[config.mk]
export PLATFORM = sky130hd
export DESIGN_NAME = ex_stage
export DESIGN_NICKNAME = d
export VERILOG_FILES = /design/src/rtl/ex_stage_pkg.sv /design/src/rtl/ex_stage_muldiv_unit.sv /design/src/rtl/ex_stage.sv
export SDC_FILE = /design/constraint.sdc
export NUM_CORES = 2
export LEC_CHECK = 0
export CAP_MARGIN = 0
export CORE_UTILIZATION = 40
export CTS_BUF_LIST = sky130_fd_sc_hd__clkbuf_8
export CTS_CLUSTER_SIZE = 12
export DETAILED_ROUTE_END_ITERATION = 8
export GPL_ROUTABILITY_DRIVEN = 0
export SLEW_MARGIN = 20
export SYNTH_ARGS = -nofsm -noshare
export SYNTH_HDL_FRONTEND = slang
export SYNTH_HIERARCHICAL = 1
export SYNTH_SLANG_ARGS = --single-unit
[constraint.sdc]
create_clock -name clk -period 5.4 [get_ports clk]
set_input_delay 0.54 -clock clk [delete_from_list [all_inputs] [get_ports clk]]
set_output_delay 0.54 -clock clk [all_outputs]
set_load 0.05 [all_outputs]
[src/rtl/ex_stage_pkg.sv]
// Shared definitions for the EX stage: ALU operation codes, mul/div FSM states
// and the EX_MEM output bundle.
package ex_stage_pkg;

  typedef enum logic [4:0] {
    AluAdd   = 5'd0,
    AluAddu  = 5'd1,
    AluSub   = 5'd2,
    AluSubu  = 5'd3,
    AluAnd   = 5'd4,
    AluOr    = 5'd5,
    AluXor   = 5'd6,
    AluNor   = 5'd7,
    AluSlt   = 5'd8,
    AluSltu  = 5'd9,
    AluSll   = 5'd10,
    AluSrl   = 5'd11,
    AluSra   = 5'd12,
    AluSllv  = 5'd13,
    AluSrlv  = 5'd14,
    AluSrav  = 5'd15,
    AluMult  = 5'd16,
    AluMultu = 5'd17,
    AluDiv   = 5'd18,
    AluDivu  = 5'd19,
    AluMfhi  = 5'd20,
    AluMflo  = 5'd21,
    AluMthi  = 5'd22,
    AluMtlo  = 5'd23
  } alu_code_e;

  typedef enum logic [1:0] {
    StIdle = 2'd0,
    StMul  = 2'd1,
    StDiv  = 2'd2,
    StDone = 2'd3
  } md_state_e;

  typedef struct packed {
    logic        valid;
    logic [31:0] result;
    logic [31:0] data_2;
    logic [4:0]  wr_reg;
    logic        reg_wen;
    logic        dmem_alu;
    logic        jr;
    logic [31:0] jr_target;
    logic        ovf;
  } ex_out_t;

  function automatic logic is_muldiv(logic [4:0] code);
    return (code == AluMult) || (code == AluMultu) || (code == AluDiv) || (code == AluDivu);
  endfunction

endpackage

[src/rtl/ex_stage_muldiv_unit.sv]
// Iterative multiply/divide unit: one shift-add or restoring-subtract step per cycle
// on operand magnitudes, with sign correction on the final step.
module muldiv_unit
  import ex_stage_pkg::*;
#(
  parameter int unsigned W     = 32,
  parameter int unsigned ITERS = 32
) (
  input  logic         clk,
  input  logic         rst,
  input  logic         start,
  input  logic         op_div,
  input  logic         op_signed,
  input  logic         abort,
  input  logic [W-1:0] op_a,
  input  logic [W-1:0] op_b,
  output logic         idle,
  output logic         busy,
  output logic         done,
  output logic         res_valid,
  output logic [W-1:0] res_hi,
  output logic [W-1:0] res_lo
);

  localparam int unsigned CW = $clog2(ITERS);

  md_state_e     state_q, state_d;
  logic [CW-1:0] cnt_q, cnt_d;
  logic [W-1:0]  acc_q, acc_d;   // product high half / partial remainder
  logic [W-1:0]  lo_q, lo_d;     // multiplier / dividend, shifted out as quotient builds
  logic [W-1:0]  opb_q, opb_d;   // multiplicand / divisor magnitude
  logic          negq_q, negq_d;
  logic          negr_q, negr_d;
  logic          dz_q, dz_d;

  logic [W:0]     mul_sum;
  logic [W-1:0]   mul_acc_n, mul_lo_n;
  logic [W:0]     div_sh, div_diff;
  logic [W-1:0]   div_acc_n, div_lo_n;
  logic [2*W-1:0] prod, prod_s;
  logic [W-1:0]   quo_s, rem_s;
  logic           last;

  function automatic logic [W-1:0] mag(logic [W-1:0] v, logic sgn);
    return (sgn && v[W-1]) ? -v : v;
  endfunction

  assign idle = (state_q == StIdle);
  assign busy = (state_q == StMul) || (state_q == StDiv);
  assign done = (state_q == StDone);
  assign last = (cnt_q == CW'(ITERS - 1));

  always_comb begin
    mul_sum   = {1'b0, acc_q} + (lo_q[0] ? {1'b0, opb_q} : '0);
    mul_acc_n = mul_sum[W:1];
    mul_lo_n  = {mul_sum[0], lo_q[W-1:1]};
    div_sh    = {acc_q, lo_q[W-1]};
    div_diff  = div_sh - {1'b0, opb_q};
    div_acc_n = div_diff[W] ? div_sh[W-1:0] : div_diff[W-1:0];
    div_lo_n  = {lo_q[W-2:0], ~div_diff[W]};
    prod      = {mul_acc_n, mul_lo_n};
    prod_s    = negq_q ? -prod : prod;
    // Divide by zero keeps an all-ones quotient regardless of operand signs.
    quo_s     = (negq_q && !dz_q) ? -div_lo_n : div_lo_n;
    rem_s     = negr_q ? -div_acc_n : div_acc_n;
    res_hi    = (state_q == StMul) ? prod_s[2*W-1:W] : rem_s;
    res_lo    = (state_q == StMul) ? prod_s[W-1:0] : quo_s;
  end

  always_comb begin
    state_d   = state_q;
    cnt_d     = cnt_q;
    acc_d     = acc_q;
    lo_d      = lo_q;
    opb_d     = opb_q;
    negq_d    = negq_q;
    negr_d    = negr_q;
    dz_d      = dz_q;
    res_valid = 1'b0;
    unique case (state_q)
      StIdle: begin
        if (start && !abort) begin
          state_d = op_div ? StDiv : StMul;
          cnt_d   = '0;
          acc_d   = '0;
          lo_d    = mag(op_a, op_signed);
          opb_d   = mag(op_b, op_signed);
          negq_d  = op_signed && (op_a[W-1] ^ op_b[W-1]);
          negr_d  = op_signed && op_a[W-1];
          dz_d    = (op_b == '0);
        end
      end
      StMul, StDiv: begin
        if (abort) begin
          state_d = StIdle;
          cnt_d   = '0;
        end else begin
          acc_d = (state_q == StMul) ? mul_acc_n : div_acc_n;
          lo_d  = (state_q == StMul) ? mul_lo_n : div_lo_n;
          if (last) begin
            state_d   = StDone;
            cnt_d     = '0;
            res_valid = 1'b1;
          end else begin
            cnt_d = cnt_q + CW'(1);
          end
        end
      end
      StDone:  state_d = StIdle;
      default: state_d = StIdle;
    endcase
  end

  always_ff @(posedge clk or posedge rst) begin
    if (rst) begin
      state_q <= StIdle;
      cnt_q   <= '0;
      acc_q   <= '0;
      lo_q    <= '0;
      opb_q   <= '0;
      negq_q  <= 1'b0;
      negr_q  <= 1'b0;
      dz_q    <= 1'b0;
    end else begin
      state_q <= state_d;
      cnt_q   <= cnt_d;
      acc_q   <= acc_d;
      lo_q    <= lo_d;
      opb_q   <= opb_d;
      negq_q  <= negq_d;
      negr_q  <= negr_d;
      dz_q    <= dz_d;
    end
  end

endmodule

[src/rtl/ex_stage.sv]
// MIPS EX stage: combinational ALU, HI/LO registers, iterative mul/div with
// pipeline stall, and the EX_MEM output register.
module ex_stage
  import ex_stage_pkg::*;
#(
  parameter int unsigned W     = 32,
  parameter int unsigned ITERS = 32
) (
  input  logic         clk,
  input  logic         rst,
  input  logic         valid_in,
  input  logic         flush_in,
  input  logic [W-1:0] data_1_in,
  input  logic [W-1:0] data_2_in,
  input  logic [4:0]   rt_in,
  input  logic [4:0]   rd_in,
  input  logic [4:0]   shamt_in,
  input  logic         reg_wen_in,
  input  logic         reg_des_in,
  input  logic         dmem_alu_in,
  input  logic         jr_in,
  input  logic [4:0]   alu_code_in,
  output logic         stall_out,
  output logic         valid_out,
  output logic [W-1:0] alu_result_out,
  output logic [W-1:0] data_2_out,
  output logic [4:0]   wr_reg_out,
  output logic         reg_wen_out,
  output logic         dmem_alu_out,
  output logic         jr_out,
  output logic [W-1:0] jr_target_out,
  output logic         ovf_out
);

  alu_code_e    op;
  logic         op_md, issue;
  logic         md_idle, md_busy, md_done, md_res_valid;
  logic [W-1:0] md_hi, md_lo;
  logic [W-1:0] hi_q, lo_q;
  logic [W-1:0] add_res, sub_res, alu_res;
  logic         alu_ovf, wen_block;
  ex_out_t      out_q, out_d;

  assign op    = alu_code_e'(alu_code_in);
  assign op_md = is_muldiv(alu_code_in);
  // A single-cycle op executes only when the mul/div unit is not holding the pipe.
  assign issue = valid_in && !flush_in && md_idle && !op_md;

  assign stall_out = !rst && !flush_in && (md_busy || (md_idle && valid_in && op_md));

  muldiv_unit #(
    .W     (W),
    .ITERS (ITERS)
  ) u_muldiv (
    .clk       (clk),
    .rst       (rst),
    .start     (valid_in && op_md && !flush_in),
    .op_div    ((op == AluDiv) || (op == AluDivu)),
    .op_signed ((op == AluMult) || (op == AluDiv)),
    .abort     (flush_in),
    .op_a      (data_1_in),
    .op_b      (data_2_in),
    .idle      (md_idle),
    .busy      (md_busy),
    .done      (md_done),
    .res_valid (md_res_valid),
    .res_hi    (md_hi),
    .res_lo    (md_lo)
  );

  always_comb begin
    add_res   = data_1_in + data_2_in;
    sub_res   = data_1_in - data_2_in;
    alu_res   = '0;
    alu_ovf   = 1'b0;
    wen_block = 1'b0;
    case (op)
      AluAdd: begin
        alu_res = add_res;
        alu_ovf = (data_1_in[W-1] == data_2_in[W-1]) && (add_res[W-1] != data_1_in[W-1]);
      end
      AluAddu: alu_res = add_res;
      AluSub: begin
        alu_res = sub_res;
        alu_ovf = (data_1_in[W-1] != data_2_in[W-1]) && (sub_res[W-1] != data_1_in[W-1]);
      end
      AluSubu: alu_res = sub_res;
      AluAnd:  alu_res = data_1_in & data_2_in;
      AluOr:   alu_res = data_1_in | data_2_in;
      AluXor:  alu_res = data_1_in ^ data_2_in;
      AluNor:  alu_res = ~(data_1_in | data_2_in);
      AluSlt:  alu_res = {{(W-1){1'b0}}, $signed(data_1_in) < $signed(data_2_in)};
      AluSltu: alu_res = {{(W-1){1'b0}}, data_1_in < data_2_in};
      AluSll:  alu_res = data_2_in << shamt_in;
      AluSrl:  alu_res = data_2_in >> shamt_in;
      AluSra:  alu_res = $signed(data_2_in) >>> shamt_in;
      AluSllv: alu_res = data_2_in << data_1_in[4:0];
      AluSrlv: alu_res = data_2_in >> data_1_in[4:0];
      AluSrav: alu_res = $signed(data_2_in) >>> data_1_in[4:0];
      AluMfhi: alu_res = hi_q;
      AluMflo: alu_res = lo_q;
      AluMthi, AluMtlo, AluMult, AluMultu, AluDiv, AluDivu: wen_block = 1'b1;
      default: alu_res = '0;
    endcase
  end

  always_comb begin
    out_d = '0;
    if (flush_in) begin
      out_d = '0;
    end else if (md_done) begin
      // The stalled MULT/DIV retires with no GPR write.
      out_d.valid    = 1'b1;
      out_d.data_2   = data_2_in;
      out_d.wr_reg   = reg_des_in ? rd_in : rt_in;
      out_d.dmem_alu = dmem_alu_in;
    end else if (issue) begin
      out_d.valid     = 1'b1;
      out_d.result    = alu_res;
      out_d.data_2    = data_2_in;
      out_d.wr_reg    = reg_des_in ? rd_in : rt_in;
      out_d.reg_wen   = reg_wen_in && !alu_ovf && !wen_block;
      out_d.dmem_alu  = dmem_alu_in;
      out_d.jr        = jr_in;
      out_d.jr_target = jr_in ? data_1_in : '0;
      out_d.ovf       = alu_ovf;
    end
  end

  always_ff @(posedge clk or posedge rst) begin
    if (rst) begin
      out_q <= '0;
      hi_q  <= '0;
      lo_q  <= '0;
    end else begin
      out_q <= out_d;
      if (md_res_valid) begin
        hi_q <= md_hi;
        lo_q <= md_lo;
      end else if (issue && (op == AluMthi)) begin
        hi_q <= data_1_in;
      end else if (issue && (op == AluMtlo)) begin
        lo_q <= data_1_in;
      end
    end
  end

  assign valid_out      = out_q.valid;
  assign alu_result_out = out_q.result;
  assign data_2_out     = out_q.data_2;
  assign wr_reg_out     = out_q.wr_reg;
  assign reg_wen_out    = out_q.reg_wen;
  assign dmem_alu_out   = out_q.dmem_alu;
  assign jr_out         = out_q.jr;
  assign jr_target_out  = out_q.jr_target;
  assign ovf_out        = out_q.ovf;

endmodule

==> run summary <==
GR peak layer - met2
Outcome - finished with violations
XOR/XNOR Fraction of Synth Area - 7.48%
Die Width - 288 um
Buf+Inv Stages, Crit Path - 2
Sequential fraction of the synthesis area - 21.1%
Setup Crit Path Kind - flip-flop to flip-flop
Routing usage on met1 - 47.5%
Main synth FF type - dfrtp_1
Mux contribution to synthesized area - 9.01%
Drt pass-1 iters - 9
Post-DP HPWL - 119000 um
Post-synthesis average cell area - 7.38 um2
Antenna-violating nets left - 0
Slew HR - 19.6%
DP Worst Slack - 0.292 ns
Drt initial violations - 5306
Worst path max stage delay - 0.75 ns
Vias/cell - 6.52
Slew @ Worst Pin - 1.19 ns
Dpl cells - 5552
Top cells by area, synth - dfrtp_1 21%, ha_1 6.6%, mux2i_1 6.5%
Core Rows - 104
Leak pwr - 15.6 nW
Synth top area share - 21.1%
CTS tree - done
Post-synth ARST share - 100%
Final Non-Filler Cells - 5646
Area of the core - 80700 um2
Chip height - 288 um
Final period util - 93.4%
Synth-to-Final Area Change - 14.3%
CP arrival - 5.57 ns
GRT overflow - 0
Total Routing Usage GR - 36.4%
Initial Utilization - 40.5%
Flop2flop setup slack - 0.36 ns
Cell Area, Synth - 32700 um2
Critical path fanouts, max - 30
Failing checks - DRC
Req. time, crit path - 5.93 ns
Synth Area in Compound Gates - 27.6%
Pwr Density - 534 nW/um2
WP depth - 16
RSZ-0062 raised after global routing - true
# hold bufs at CTS - 0
CP Capture Type - flip-flop
Top delay family on crit path - compound AO/OA/AOI/OAI gates
Setup violators final - 0
Synth cell types - 109
Clock skew - 0.0477 ns
Clk pin slew, worst setup/hold paths - 0.06 ns
# nets final - 4814
Synthesized-area fraction occupied by adder cells - 6.87%
Worst min-delay path class - input port to async pin
Ys Warns - 6
Root buffer cell - clkbuf_8
Routed WL per cell - 27.6 um
EDFF count, synth - 0
Synth Net Count - 4695
Clock latency on the worst-skew pair - 0.72 ns
Final WL - 156000 um
Routed via count - 36825
Worst R2R Start - u_muldiv/lo_q[0]$_DFFE_PP0P_
Post-synthesis cell count - 4426
Simple-Gate Fraction of Synth Area - 21.6%
H-tree depth - 2
Post-CTS Repair Setup Buffers - 0
Main combinational cell family by area after synthesis - compound AO/OA/AOI/OAI gates
Slew Limit Fails - 0
DRC - 68
Final worst-path setup slack - 0.357 ns
Die ar. - 82800 um2
Global-route wire length before repair - 225000 um
Critical Path Source - u_muldiv/lo_q[0]$_DFFE_PP0P_
Min Tclk post-route - 5.04 ns
Reg2Reg Depth - 16
Fmax - 198 MHz
Final Hold Fails - 0
Met2 Track Usage GR - 51.2%
Clock tree buffer depth - 3
I/O pin count - 199
Largest net degree at the start of global routing - 196
Startpoint types - flip-flop
Fraction of layout cells with a size suffix above 1 - 9.12%
Clock Sinks - 276
Port-buffer cells - 198
Worst path cell trace - clkinv_1, buf_4, nor2_1, ha_1, a21o_1, a221oi_4, o21ai_1, a41oi_1, xnor2_1, or4b_1, or2_2, o41ai_1, xor2_1, mux2i_1, nand2_1, o21ai_0
CP max stage cell - or4b_1
Initial antenna violation count - 8
Yosys top cell by area - dfrtp_1
Met3 usage - 12.8%
CTS Buf Count - 51
Max_cap viols - 0
Count of state elements after synthesis - 276
Worst VDD drop - 0.470 mV
Number of global-route vias before repair - 33293
[metrics by stage]
| step | area [um2] | hold WS, ns | power, mW | TNS (ns) | utilization [%] |
|---|---|---|---|---|---|
| 6_report | 37300 | 0.338 | 19.9 | 0 | 46.3 |
| 5_1_grt | 37300 | 0.377 | 21.2 | -0.00344 | 46.3 |
| 4_1_cts | 37300 | 0.358 | 19.4 | 0 | 46.2 |
| 3_5_place_dp | 36200 | 0.468 | 17.2 | 0 | 44.9 |
| 3_3_place_gp | 36200 | 0.463 | 17.1 | 0 | 44.9 |
| 2_1_floorplan | 32700 | 0.437 | 12.9 | 0 | - |
[report_power, final]
| group | switching (mW) | internal [mW] | leakage, nW |
|---|---|---|---|
| combinational | 9.65 | 4.98 | 11.2 |
| sequential | 0.628 | 2.51 | 3.74 |
| clock | 1.04 | 1.13 | 0.612 |
[what timing repair did]
| action | 4_1_cts | 5_1_grt |
|---|---|---|
| setup endpoints to repair | 0 | 12 |
| hold endpoints to repair | 0 | 0 |
| resized for setup | 0 | 6 |
[state kept, by name, summed over array words and instances (netlist names)]
register and flops:
jr_target_out 32, hi_q 32, alu_result_out 32, reg_wen_out 1
u_muldiv/negr_q 1, u_muldiv/dz_q 1, dmem_alu_out 1, data_2_out 32
u_muldiv/cnt_q 5, jr_out 1, lo_q 32, valid_out 1
u_muldiv/opb_q 32, ovf_out 1, u_muldiv/negq_q 1, u_muldiv/lo_q 32
wr_reg_out 5, u_muldiv/state_q 2, u_muldiv/acc_q 32
[final timing paths]
check,endpoint
max,hi_q[23]$_DFFE_PP0P_
min,u_muldiv/state_q[0]$_DFFE_PP0P_
max reg2reg,hi_q[23]$_DFFE_PP0P_
min reg2reg,u_muldiv/opb_q[2]$_DFFE_PP0P_
max in group asynchronous,alu_result_out[14]$_DFF_PP0_
min in group clk,dmem_alu_out$_DFF_PP0_
[cell usage after synthesis, types with 34 or more instances]
cell type / n
a211oi_1: 91
a21o_1: 49
a21oi_1: 346
a221oi_1: 40
a31oi_1: 50
and2_1: 59
buf_2: 75
clkbuf_1: 229
dfrtp_1: 276
ha_1: 173
inv_1: 172
mux2i_1: 211
nand2_1: 501
nand2b_1: 34
nand3_1: 88
nor2_1: 412
nor2b_1: 34
nor3_1: 151
o211ai_1: 42
o21ai_0: 389
o21ai_1: 45
o31ai_1: 42
or3_1: 46
xnor2_1: 160
xor2_1: 119
[metal layers]
layer / part of all wire, % / vias up
met1: 39 / 17374
met5: 0.042 / -
li1: - / 16260
met4: 7.4 / 10
met3: 14 / 643
met2: 40 / 2538
[kinds of logic after synthesis]
family,after synthesis
xor gates and xnor gates,279
DFF,276
buffers and inverters,514
AOI/OAI and AO/OA,1407
and+or+nand+nor,1515
muxes,258
adders and majority gates,177
[layout make-up]
cell class,instances,area [um2]
multi-input cells,3636,23800
well taps,1060,1330
inverters,176,671
fillers,8168,43300
diodes,1,2.50
clock inverters,32,221
flip-flops and latches,276,6910
repair buffers,404,3560
clock buffers,61,840
[placed cells by master, fill, tap and decap left out, drive strengths merged, types with 160 or more instances in the layout]
cell type / synthesis / final
ha: 173 / 173
nand2: 502 / 502
inv: 175 / 194
xnor2: 160 / 160
nor2: 416 / 416
a21oi: 349 / 349
buf: 108 / 208
mux2i: 211 / 211
dfrtp: 276 / 276
clkdlybuf4s50: 0 / 196
o21ai: 436 / 436
No activity file was read; power rests on OpenSTA's default activity.
